`src/rtl/fft_reorder_pkg.sv`:
```
// Shared types and helpers for the FFT bit-reversed to natural-order reorder buffer.
package fft_reorder_pkg;

    localparam int FFT_N     = 4;
    localparam int FFT_W     = 16;
    localparam int FRAME_LEN = 1 << FFT_N;

    typedef enum logic {WR_IDLE, WR_FILL} wr_state_t;
    typedef enum logic {RD_IDLE, RD_RUN}  rd_state_t;

    // Reverses the low n bits of value; bits at and above n come back as zero.
    function automatic logic [31:0] bitrev(input logic [31:0] value, input int n);
        logic [31:0] r;
        r = '0;
        for (int i = 0; i < 32; i++) begin
            if (i < n) begin
                r[i] = value[n-1-i];
            end
        end
        return r;
    endfunction

endpackage

```
`src/rtl/fft_pingpong_ram.sv`:
```
// Two-bank sample store: one write port and one registered read port, each with its own bank select.
module fft_pingpong_ram
    import fft_reorder_pkg::*;
#(
    parameter int N = FFT_N,
    parameter int W = FFT_W
) (
    input  logic         clk,
    input  logic         rst,
    input  logic         wr_en,
    input  logic         wr_bank,
    input  logic [N-1:0] wr_addr,
    input  logic [W-1:0] wr_re,
    input  logic [W-1:0] wr_im,
    input  logic         rd_en,
    input  logic         rd_bank,
    input  logic [N-1:0] rd_addr,
    output logic [W-1:0] rd_re,
    output logic [W-1:0] rd_im
);

    logic [2*W-1:0] mem [0:(2<<N)-1];

    always_ff @(posedge clk) begin
        if (wr_en) begin
            mem[{wr_bank, wr_addr}] <= {wr_re, wr_im};
        end
    end

    // Only the read register is reset, so the array itself can map onto block RAM.
    always_ff @(posedge clk or posedge rst) begin
        if (rst) begin
            rd_re <= '0;
            rd_im <= '0;
        end else if (rd_en) begin
            {rd_re, rd_im} <= mem[{rd_bank, rd_addr}];
        end
    end

endmodule

```
`src/rtl/fft_bitrev_reorder.sv`:
```
// Ping-pong reorder buffer: bit-reversed FFT output stream in, natural bin order out.
// Define REORDER_FFTSHIFT_EN to emit each frame in fftshift order instead.
module fft_bitrev_reorder
    import fft_reorder_pkg::*;
#(
    parameter int N = FFT_N,
    parameter int W = FFT_W
) (
    input  logic         clk,
    input  logic         rst,
    input  logic         in_valid,
    input  logic         in_sof,
    input  logic [W-1:0] in_re,
    input  logic [W-1:0] in_im,
    output logic         out_valid,
    output logic         out_sof,
    output logic [N-1:0] out_idx,
    output logic [W-1:0] out_re,
    output logic [W-1:0] out_im,
    output logic         sof_err
);

    localparam logic [N-1:0] LAST = '1;
`ifdef REORDER_FFTSHIFT_EN
    localparam logic [N-1:0] HALF = {1'b1, {(N-1){1'b0}}};
`endif

    wr_state_t    wr_state;
    logic [N-1:0] wr_cnt;
    logic         wbank;
    rd_state_t    rd_state;
    logic [N-1:0] rd_cnt;
    logic         rbank;
    logic [1:0]   bank_full;

    logic         wr_en;
    logic         wr_done;
    logic         wr_sel;
    logic [N-1:0] wr_addr;
    logic         rd_issue;
    logic         rd_done;
    logic [N-1:0] rd_addr;

    // A start-of-frame sample always lands at address 0; when it coincides with
    // the last write of a bank it belongs to the freshly selected bank.
    always_comb begin
        wr_en    = in_valid && (wr_state == WR_FILL || in_sof);
        wr_done  = in_valid && wr_state == WR_FILL && wr_cnt == LAST;
        wr_sel   = (wr_done && in_sof) ? ~wbank : wbank;
        wr_addr  = (in_sof || wr_state == WR_IDLE) ? '0 : N'(bitrev(32'(wr_cnt), N));
        rd_issue = bank_full[rbank];
        rd_done  = rd_issue && rd_cnt == LAST;
`ifdef REORDER_FFTSHIFT_EN
        rd_addr  = rd_cnt ^ HALF;
`else
        rd_addr  = rd_cnt;
`endif
    end

    always_ff @(posedge clk or posedge rst) begin
        if (rst) begin
            wr_state <= WR_IDLE;
            wr_cnt   <= '0;
            wbank    <= 1'b0;
            sof_err  <= 1'b0;
        end else begin
            sof_err <= 1'b0;
            if (in_valid) begin
                case (wr_state)
                    WR_IDLE: begin
                        if (in_sof) begin
                            wr_cnt   <= N'(1);
                            wr_state <= WR_FILL;
                        end
                    end
                    WR_FILL: begin
                        if (wr_cnt == LAST) begin
                            wbank <= ~wbank;
                            if (in_sof) begin
                                wr_cnt <= N'(1);
                            end else begin
                                wr_cnt   <= '0;
                                wr_state <= WR_IDLE;
                            end
                        end else if (in_sof) begin
                            sof_err <= 1'b1;
                            wr_cnt  <= N'(1);
                        end else begin
                            wr_cnt <= wr_cnt + N'(1);
                        end
                    end
                    default: wr_state <= WR_IDLE;
                endcase
            end
        end
    end

    // A bank becomes readable when its last sample is written and is handed back
    // after its last read; the two banks never complete and release together.
    always_ff @(posedge clk or posedge rst) begin
        if (rst) begin
            bank_full <= '0;
        end else begin
            if (wr_done) begin
                bank_full[wbank] <= 1'b1;
            end
            if (rd_done) begin
                bank_full[rbank] <= 1'b0;
            end
        end
    end

    always_ff @(posedge clk or posedge rst) begin
        if (rst) begin
            rd_state  <= RD_IDLE;
            rd_cnt    <= '0;
            rbank     <= 1'b0;
            out_valid <= 1'b0;
            out_sof   <= 1'b0;
            out_idx   <= '0;
        end else begin
            out_valid <= rd_issue;
            out_sof   <= rd_issue && rd_cnt == '0;
            if (rd_issue) begin
                out_idx <= rd_addr;
                if (rd_done) begin
                    rd_cnt   <= '0;
                    rbank    <= ~rbank;
                    rd_state <= bank_full[~rbank] ? RD_RUN : RD_IDLE;
                end else begin
                    rd_cnt   <= rd_cnt + N'(1);
                    rd_state <= RD_RUN;
                end
            end else begin
                rd_state <= RD_IDLE;
            end
        end
    end

    fft_pingpong_ram #(.N(N), .W(W)) u_ram (
        .clk     (clk),
        .rst     (rst),
        .wr_en   (wr_en),
        .wr_bank (wr_sel),
        .wr_addr (wr_addr),
        .wr_re   (in_re),
        .wr_im   (in_im),
        .rd_en   (rd_issue),
        .rd_bank (rbank),
        .rd_addr (rd_addr),
        .rd_re   (out_re),
        .rd_im   (out_im)
    );

endmodule

```
`config.mk`:
```
export PLATFORM = sky130hd
export DESIGN_NAME = fft_bitrev_reorder
export DESIGN_NICKNAME = d
export VERILOG_FILES = /design/src/rtl/fft_reorder_pkg.sv /design/src/rtl/fft_pingpong_ram.sv /design/src/rtl/fft_bitrev_reorder.sv
export SDC_FILE = /design/constraint.sdc
export NUM_CORES = 1
export LEC_CHECK = 0
export BUFFER_PORTS_ARGS = -buffer_cell sky130_fd_sc_hd__buf_2
export CAP_MARGIN = 20
export CORE_MARGIN = 3
export CORE_UTILIZATION = 40
export DETAILED_ROUTE_END_ITERATION = 16
export PLACE_DENSITY = 0.55
export SLEW_MARGIN = 20
export SYNTH_ARGS = -nofsm -noshare
export SYNTH_HDL_FRONTEND = slang
export SYNTH_SLANG_ARGS = --single-unit
```
`constraint.sdc`:
```
create_clock -name clk -period 3.99 [get_ports clk]
set_clock_uncertainty 0.1 [all_clocks]
set_input_delay 0.1995 -clock clk [delete_from_list [all_inputs] [get_ports clk]]
set_output_delay 0.1995 -clock clk [all_outputs]
set_load 0.01 [all_outputs]
```
==> summary.txt, run 1 <==
Run status
  – Status: complete, no violations

STA
  – Post-layout min period: between 3 and 4 ns
  – Final TNS setup: 0 ns
  – Final worst setup slack: 0.481 ns
  – Final Hold Fails: 0
  – Final setup violation count: 0
  – FMAX: roughly 280 MHz
  – Worst-Margin Slew: approximately 1.1 ns
  – RSZ-0062 raised after global routing: false
  – Hold Slack: between 0.04 and 0.05 ns
  – Fin crit share: 0.879
  – Max Transition Viols Final: 0
  – Rel. slew slack: 0.245

Power
  – Sw Share: 0.228
  – Comb power frac: 0.135
  – Total power draw: around 27 mW
  – Seq pwr share: 0.474
  – Internal: ~21 mW
  – LEAKAGE: 14.9 nW
  – Clock network fraction of total power: 0.392
  – Maximum resistive drop on vdd: about 0.51 mV
  – Switch Pwr: 6.18 mW
  – Power per cell area: 565 mW/mm²

Logic synthesis
  – Mapped cell area: slightly above 0.04 mm²
  – Main flop type after synthesis: edfxtp_1
  – Simple-gate share of the synthesized area: 0.0153
  – Async SR Flop Fraction: 0.0483
  – Synth Register Bits: roughly 1100
  – EDFF count, synth: around 1000
  – Synth Area in XOR/XNOR: 0.000426
  – Largest family of logic cells by synthesized area: multiplexers
  – Post-synthesis compound-gate area fraction: 0.0270
  – Cells after Synth: around 1800
  – Register area share after synthesis: 0.780
  – Mux contribution to synthesized area: 0.161
  – YS warnings: 0
  – Yosys cell types: 46
  – Post-synthesis adder-cell area fraction: 0.000913
  – Syn_nets: about 1900
  – Average size of a mapped cell: 22.6 µm²

Place
  – IO Port Bufs: 74
  – Dpl cells: between 3000 and 4000
  – Post-DP HPWL: approximately 57000 µm
  – DP Worst Slack: around 0.59 ns
  – RD Place Congestion: 0.761
  – DP Area: around 0.044 mm²

Global routing
  – Total GRT Usage: 0.192
  – First-pass GRT wire length: 148000 µm
  – Initial antenna violation count: 3
  – GRT busiest layer: met2
  – Overflow after GRT: 0
  – Met3 Usage GRT: 0.0350
  – M1 GR Usage: 0.274
  – Vias in the first global route: 20499
  – Largest net degree at the start of global routing: 67
  – Grt met2 use: 0.309

Critical path
  – CP top delay family: simple AND/OR/NAND/NOR gates
  – Max incr delay on CP: roughly 0.63 ns
  – Crit end category: flop
  – Worst Path Arrival: around 3.7 ns
  – FF-to-FF End: u_ram.mem[0][25]
  – R2R Path Start: wr_cnt[0]
  – Critical path class: reg -> reg
  – WP data required: between 4 and 5 ns
  – Cell breakdown of the critical path: ha_1 > nand3_1 > nor3_1 > a32o_1 > nor2b_4 > buf_4
  – Max stage delay cell, worst path: nor3_1
  – Crit path buffers/inverters: 1
  – Register-to-Register Setup Slack: between 0.4 and 0.5 ns
  – CP startpoint kind: flop
  – Worst Setup SP: wr_cnt[0]
  – R2R cell count: 6
  – Crit path max fanout: 24

Detailed routing
  – Vias per std cell: ~5.7
  – Initial detailed-routing violation count: 2068
  – DRC viols: 0
  – Total wire length: ~100000 µm
  – Via count: about 20000
  – DRT Pass-1 Iters: 5
  – Antenna violation net count after detailed routing: 0
  – Wire length per cell: approximately 30 µm

Layout
  – Number of diodes: 0
  – Nets: approximately 2100
  – Final Core Density: 0.475
  – Design area: roughly 0.048 mm²
  – Layout Cells excl Fill: approximately 3500
  – Fill count: a little over 8000
  – Layout cells sized above 1: 0.316
  – Syn-to-layout area delta: 16.7%

CTS
  – CTS tree: yes
  – TritonCTS buffer count: 107
  – H-tree depth: 3
  – TritonCTS sink count: about 1100
  – Clock Latency Late Sink: approximately 0.67 ns
  – Maximum clock path buffer count: 3
  – CTS clk-pin slew, worst paths: about 0.06 ns
  – Post-CTS setup buffer count: 0
  – Root Driver: clkbuf_16
  – CTS Hold Bufs: 35
  – CTS resizes: 0

Min path
  – Hold Path Depth: 1
  – Hold Crit Start: in_im[0]
  – WHS Endpoint: u_ram.mem[6][0]
  – Min-delay worst type: in -> reg

Floorplanning
  – Core Region: between 0.1 and 0.15 mm²
  – Starting density of the core: 0.407
  – Die Ht: about 330 µm
  – Die area: around 0.11 mm²
  – Row count: between 100 and 150
  – I/O pins: 75
  – Die W: ~330 µm

Run
  – Max-cap violations: 0
[cells by family (layout without fill, tap and decap cells)]
logic type	count (synthesis)	count (layout)
flops	1076	1076
mux	344	344
compound gates	158	158
simple gates	127	127
buf+inv	112	400
fa+ha+maj	3	3
xor+xnor	2	2
[how the worst max path moves through the flow]
stage               slack [ns]                to  cells after the start
global route              0.40  u_ram.mem[3][25]                      6
CTS                       0.58   u_ram.mem[0][1]                      6
global placement          0.59  u_ram.mem[19][3]                      6
floorplan                 0.83   u_ram.mem[0][0]                      5
detailed placement        0.59   u_ram.mem[0][1]                      6
finish                    0.48  u_ram.mem[0][25]                      6
[registers in the layout, summed over array words and instances, names as in the netlist]
name,cells
u_ram.rd_im,16
out_idx,4
wr_state,1
wr_cnt,4
u_ram.rd_re,16
bank_full,2
sof_err,1
u_ram.mem,1024
rd_addr,4
out_sof,1
rbank,1
out_valid,1
wbank,1
[Yosys cell counts, types with 17 or more instances]
cell type | n | share of area
mux4_2 | 250 | 0.14
o221ai_1 | 18 | 0.0038
dfrtp_1 | 52 | 0.032
a211oi_1 | 31 | 0.0057
mux2i_1 | 44 | 0.011
a22o_1 | 18 | 0.0038
nor2_1 | 44 | 0.0040
nand2_1 | 17 | 0.0016
clkbuf_1 | 37 | 0.0034
nor2b_1 | 20 | 0.0030
edfxtp_1 | 1024 | 0.75
o21ai_0 | 27 | 0.0033
o22ai_1 | 49 | 0.0075
mux2_2 | 50 | 0.014
buf_2 | 37 | 0.0045
nor3_1 | 17 | 0.0021
[power groups by stage]
stage	sequential, mW	combinational (mW)	clock, mW
6_report	12.8	3.65	10.6
5_1_grt	12.8	3.93	11.3
3_5_place_dp	13.1	3.70	0
4_1_cts	12.8	3.74	10.8
2_1_floorplan	13.0	2.77	0
3_3_place_gp	13.1	3.67	0
[cells in the final DEF, fill, tap and decap left out, drive strengths merged, types with 31 or more instances in the layout]
master,instances
edfxtp,1024
mux2i,44
mux2,50
dfrtp,52
clkbuf,139
a211oi,31
buf,155
dlygate4sd3,35
nor2,44
mux4,250
clkinv,36
o22ai,49
[layout make-up]
class | instances | area (µm²) | share of cell area
Clock inverter | 63 | 813 | 0.0170
Clock buffer | 139 | 2950 | 0.0616
Inverter | 8 | 30.0 | 0.000626
Tap cell | 1357 | 1700 | 0.0354
Timing Repair Buffer | 190 | 1720 | 0.0359
Multi-Input combinational cell | 634 | 8680 | 0.181
Sequential cell | 1076 | 32100 | 0.669
[routing by layer]
layer / vias to the layer above / wire [µm]
met5: - / 13
met4: 2 / 2010
met3: 114 / 6600
met2: 669 / 50300
met1: 10724 / 43800
li1: 8140 / -
No activity file was read; power rests on OpenSTA's default activity.
==> run 2, diff against run 1 <==
--- a/config.mk
+++ b/config.mk
@@ -11,5 +11,5 @@
 export CORE_UTILIZATION = 40
 export DETAILED_ROUTE_END_ITERATION = 16
-export PLACE_DENSITY = 0.55
+export PLACE_DENSITY_LB_ADDON = 0.15
 export SLEW_MARGIN = 20
 export SYNTH_ARGS = -nofsm -noshare
--- a/constraint.sdc
+++ b/constraint.sdc
@@ -3,3 +3,3 @@
 set_input_delay 0.1995 -clock clk [delete_from_list [all_inputs] [get_ports clk]]
 set_output_delay 0.1995 -clock clk [all_outputs]
-set_load 0.01 [all_outputs]
+set_load 0.02 [all_outputs]
==> run 2 against run 1 <==
Against the previous run: non-clock buffer count decreased by 3; critical endpoint is now u_ram.mem[0][1]; clock power about the same; register-to-register slack improved by 0.15 ns; sequential power is essentially flat; critical path type unchanged; global-route usage rose by 0.22 points; largest power group unchanged.
==> summary.txt, run 2 (synthesized netlist as in run 1, its figures left out) <==
CTS
  – TritonCTS buffer count: 112 (+4.7%)
  – Clock Latency Late Sink: 0.68 ns (about the same)
  – TritonCTS sink count: 1076 (unchanged)
  – Maximum clock path buffer count: 3 (unchanged)
  – CTS clk-pin slew, worst paths: 0.06 ns (about the same)
  – CTS resizes: 0 (unchanged)
  – Post-CTS setup buffer count: 0 (unchanged)
  – CTS tree: yes
  – Root Driver: clkbuf_16
  – H-tree depth: 3 (unchanged)

Floorplanning
  – Row count: 116 (unchanged)
  – Starting density of the core: 0.407 (unchanged)
  – I/O pins: 75 (unchanged)
  – Die area: 0.107 mm² (unchanged)
  – Core Region: 0.101 mm² (unchanged)
  – Die W: 327 µm (unchanged)
  – Die Ht: 327 µm (unchanged)

STA
  – Fin crit share: 0.842 (-0.0375)
  – Worst-Margin Slew: 0.968 ns (-0.162 ns)
  – Final Hold Fails: 0 (unchanged)
  – RSZ-0062 raised after global routing: false
  – FMAX: 298 MHz (+4.5%)
  – Rel. slew slack: 0.353 (+0.108)
  – Final setup violation count: 0 (unchanged)
  – Final TNS setup: 0 ns (unchanged)
  – Post-layout min period: 3.36 ns (-0.150 ns)
  – Max Transition Viols Final: 0 (unchanged)

Detailed routing
  – Antenna violation net count after detailed routing: 0 (unchanged)
  – DRC viols: 0 (unchanged)
  – Total wire length: 103000 µm (+0.55%)
  – Via count: 19512 (-0.70%)
  – DRT Pass-1 Iters: 5 (unchanged)
  – Vias per std cell: 5.61 (-1.0%)
  – Initial detailed-routing violation count: 1925 (-6.9%)
  – Wire length per cell: 29.7 µm (+0.20%)

Layout
  – Fill count: 8322 (+0.34%)
  – Layout cells sized above 1: 0.318 (+0.00211)
  – Design area: 0.0478 mm² (-0.29%)
  – Nets: 2058 (+0.097%)
  – Most common cell after layout, fill and taps aside: edfxtp_1
  – Register Area: 0.0321 mm² (unchanged)
  – Largest Register: u_ram.mem
  – Final Core Density: 0.473 (-0.00139)
  – Syn-to-layout area delta: 16.3%
  – Layout Cells excl Fill: 3479 (+0.35%)
  – Multi-input gate area in the final layout: 0.00868 mm² (unchanged)
  – Max reg flops: 1024 (unchanged)
  – Biggest regs: u_ram.mem: 1024 flops, u_ram.rd_im: 16 flops, u_ram.rd_re: 16 flops
  – Most frequent cells in the layout: 1024 x edfxtp_1, 250 x mux4_2, 114 x clkbuf_16

Power
  – Maximum resistive drop on vdd: 0.333 mV (-34%)
  – LEAKAGE: 14.9 nW (-0.15%)
  – Power per cell area: 566 mW/mm² (+0.18%)

Global routing
  – Overflow after GRT: 0 (unchanged)
  – Total GRT Usage: 0.195 (+0.00217)
  – Largest net degree at the start of global routing: 56 (-16%)
  – Vias in the first global route: 20492 (-0.034%)
  – Initial antenna violation count: 4 (+1)
  – First-pass GRT wire length: 149000 µm (+0.83%)

Critical path
  – Max stage delay cell, worst path: nor3_1
  – Cell breakdown of the critical path: ha_1 > nand3_1 > nor3_1 > a32o_1 > nor2b_4 > buf_4
  – CP top delay family: simple AND/OR/NAND/NOR gates
  – Critical path class: reg -> reg
  – CP startpoint kind: flop
  – Crit path max fanout: 26 (+8.3%)
  – Worst Path Arrival: 3.56 ns (-0.15 ns)
  – Max incr delay on CP: 0.64 ns (about the same)
  – Crit end category: flop
  – Crit path buffers/inverters: 1 (unchanged)
  – WP data required: 4.19 ns (about the same)

Run
  – Max-cap violations: 0 (unchanged)

Place
  – DP Area: 0.0437 mm² (-0.21%)
  – RD Place Congestion: 0.770 (+1.2%)
  – Post-DP HPWL: 61700 µm (+7.6%)
  – Dpl cells: 3228 (-0.062%)
  – IO Port Bufs: 74 (unchanged)

Min path
  – Min-delay worst type: in -> reg

Run status
  – Status: complete, no violations
==> run 2: cell count changes in the layout (fill, tap and decap cells not counted), sizes merged <==
cell,before,now
bufinv,18,10
clkbuf,139,149
diode,0,4
clkinvlp,7,4
dlygate4sd3,35,34
buf,155,153
clkinv,36,48
==> run 2: metrics by stage <==
step / hold WS, ns / setup slack (ns) / total power, mW
floorplan: 0.198 / 0.827 / 15.8
global placement: 0.306 / 0.705 / 16.9
detailed placement: 0.312 / 0.649 / 17.0
CTS: 0.00750 / 0.616 / 27.4
global route: 0.0129 / 0.538 / 28.0
finish: 0.0212 / 0.631 / 27.1
==> run 2: area by class of cell <==
| type | count | area share |
|---|---|---|
| multi-input combinational | 634 | 0.182 |
| antenna | 4 | 0.000209 |
| inverter | 8 | 0.000654 |
| clock buffer | 149 | 0.0647 |
| timing repair buffer | 187 | 0.0338 |
| sequential | 1076 | 0.671 |
| tap | 1357 | 0.0355 |
| clock inverter | 64 | 0.0130 |
==> run 2: layer usage <==
layer	share of wire	wire length (µm)	global-route usage
met2	0.48	49600	0.310
met4	0.019	1960	0.0486
met1	0.44	44900	0.281
met5	0.00021	22	0
met3	0.065	6740	0.0326
==> run 2: repair_timing <==
item / CTS / global route
hold endpoints to repair: 945 / 0
setup endpoints to repair: 0 / 0
hold buffers: 34 / 0
==> run 2: worst paths after layout <==
kind | startpoint | to | slack, ns | cells past startpoint
worst max-delay path | wr_cnt[0] | u_ram.mem[0][1] | 0.63 | 6
worst min-delay path | in_im[15] | u_ram.mem[13][15] | 0.02 | 1
worst max register to register | wr_cnt[0] | u_ram.mem[0][1] | 0.63 | 6
worst min register to register | out_idx[3] | out_idx[3] | 0.36 | 2
max in group asynchronous | rst | u_ram.rd_im[2] | 2.78 | 4
min in group asynchronous | rst | out_idx[1] | 0.12 | 3
==> run 2: where the power goes <==
part | switching, mW | internal (mW)
Sequential | 0.268 | 12.6
Clock | 4.31 | 6.10
Combinational | 1.90 | 1.88
Total | 6.48 | 20.6
==> run 2: worst reg2reg max path: cells and delay by family (launching register included) <==
kind | cells | cell delay [ns]
buf+inv | 1 | 0.53
simple gates | 3 | 1.18
fa+ha+maj | 1 | 0.27
flops | 1 | 0.51
compound gates | 1 | 0.34
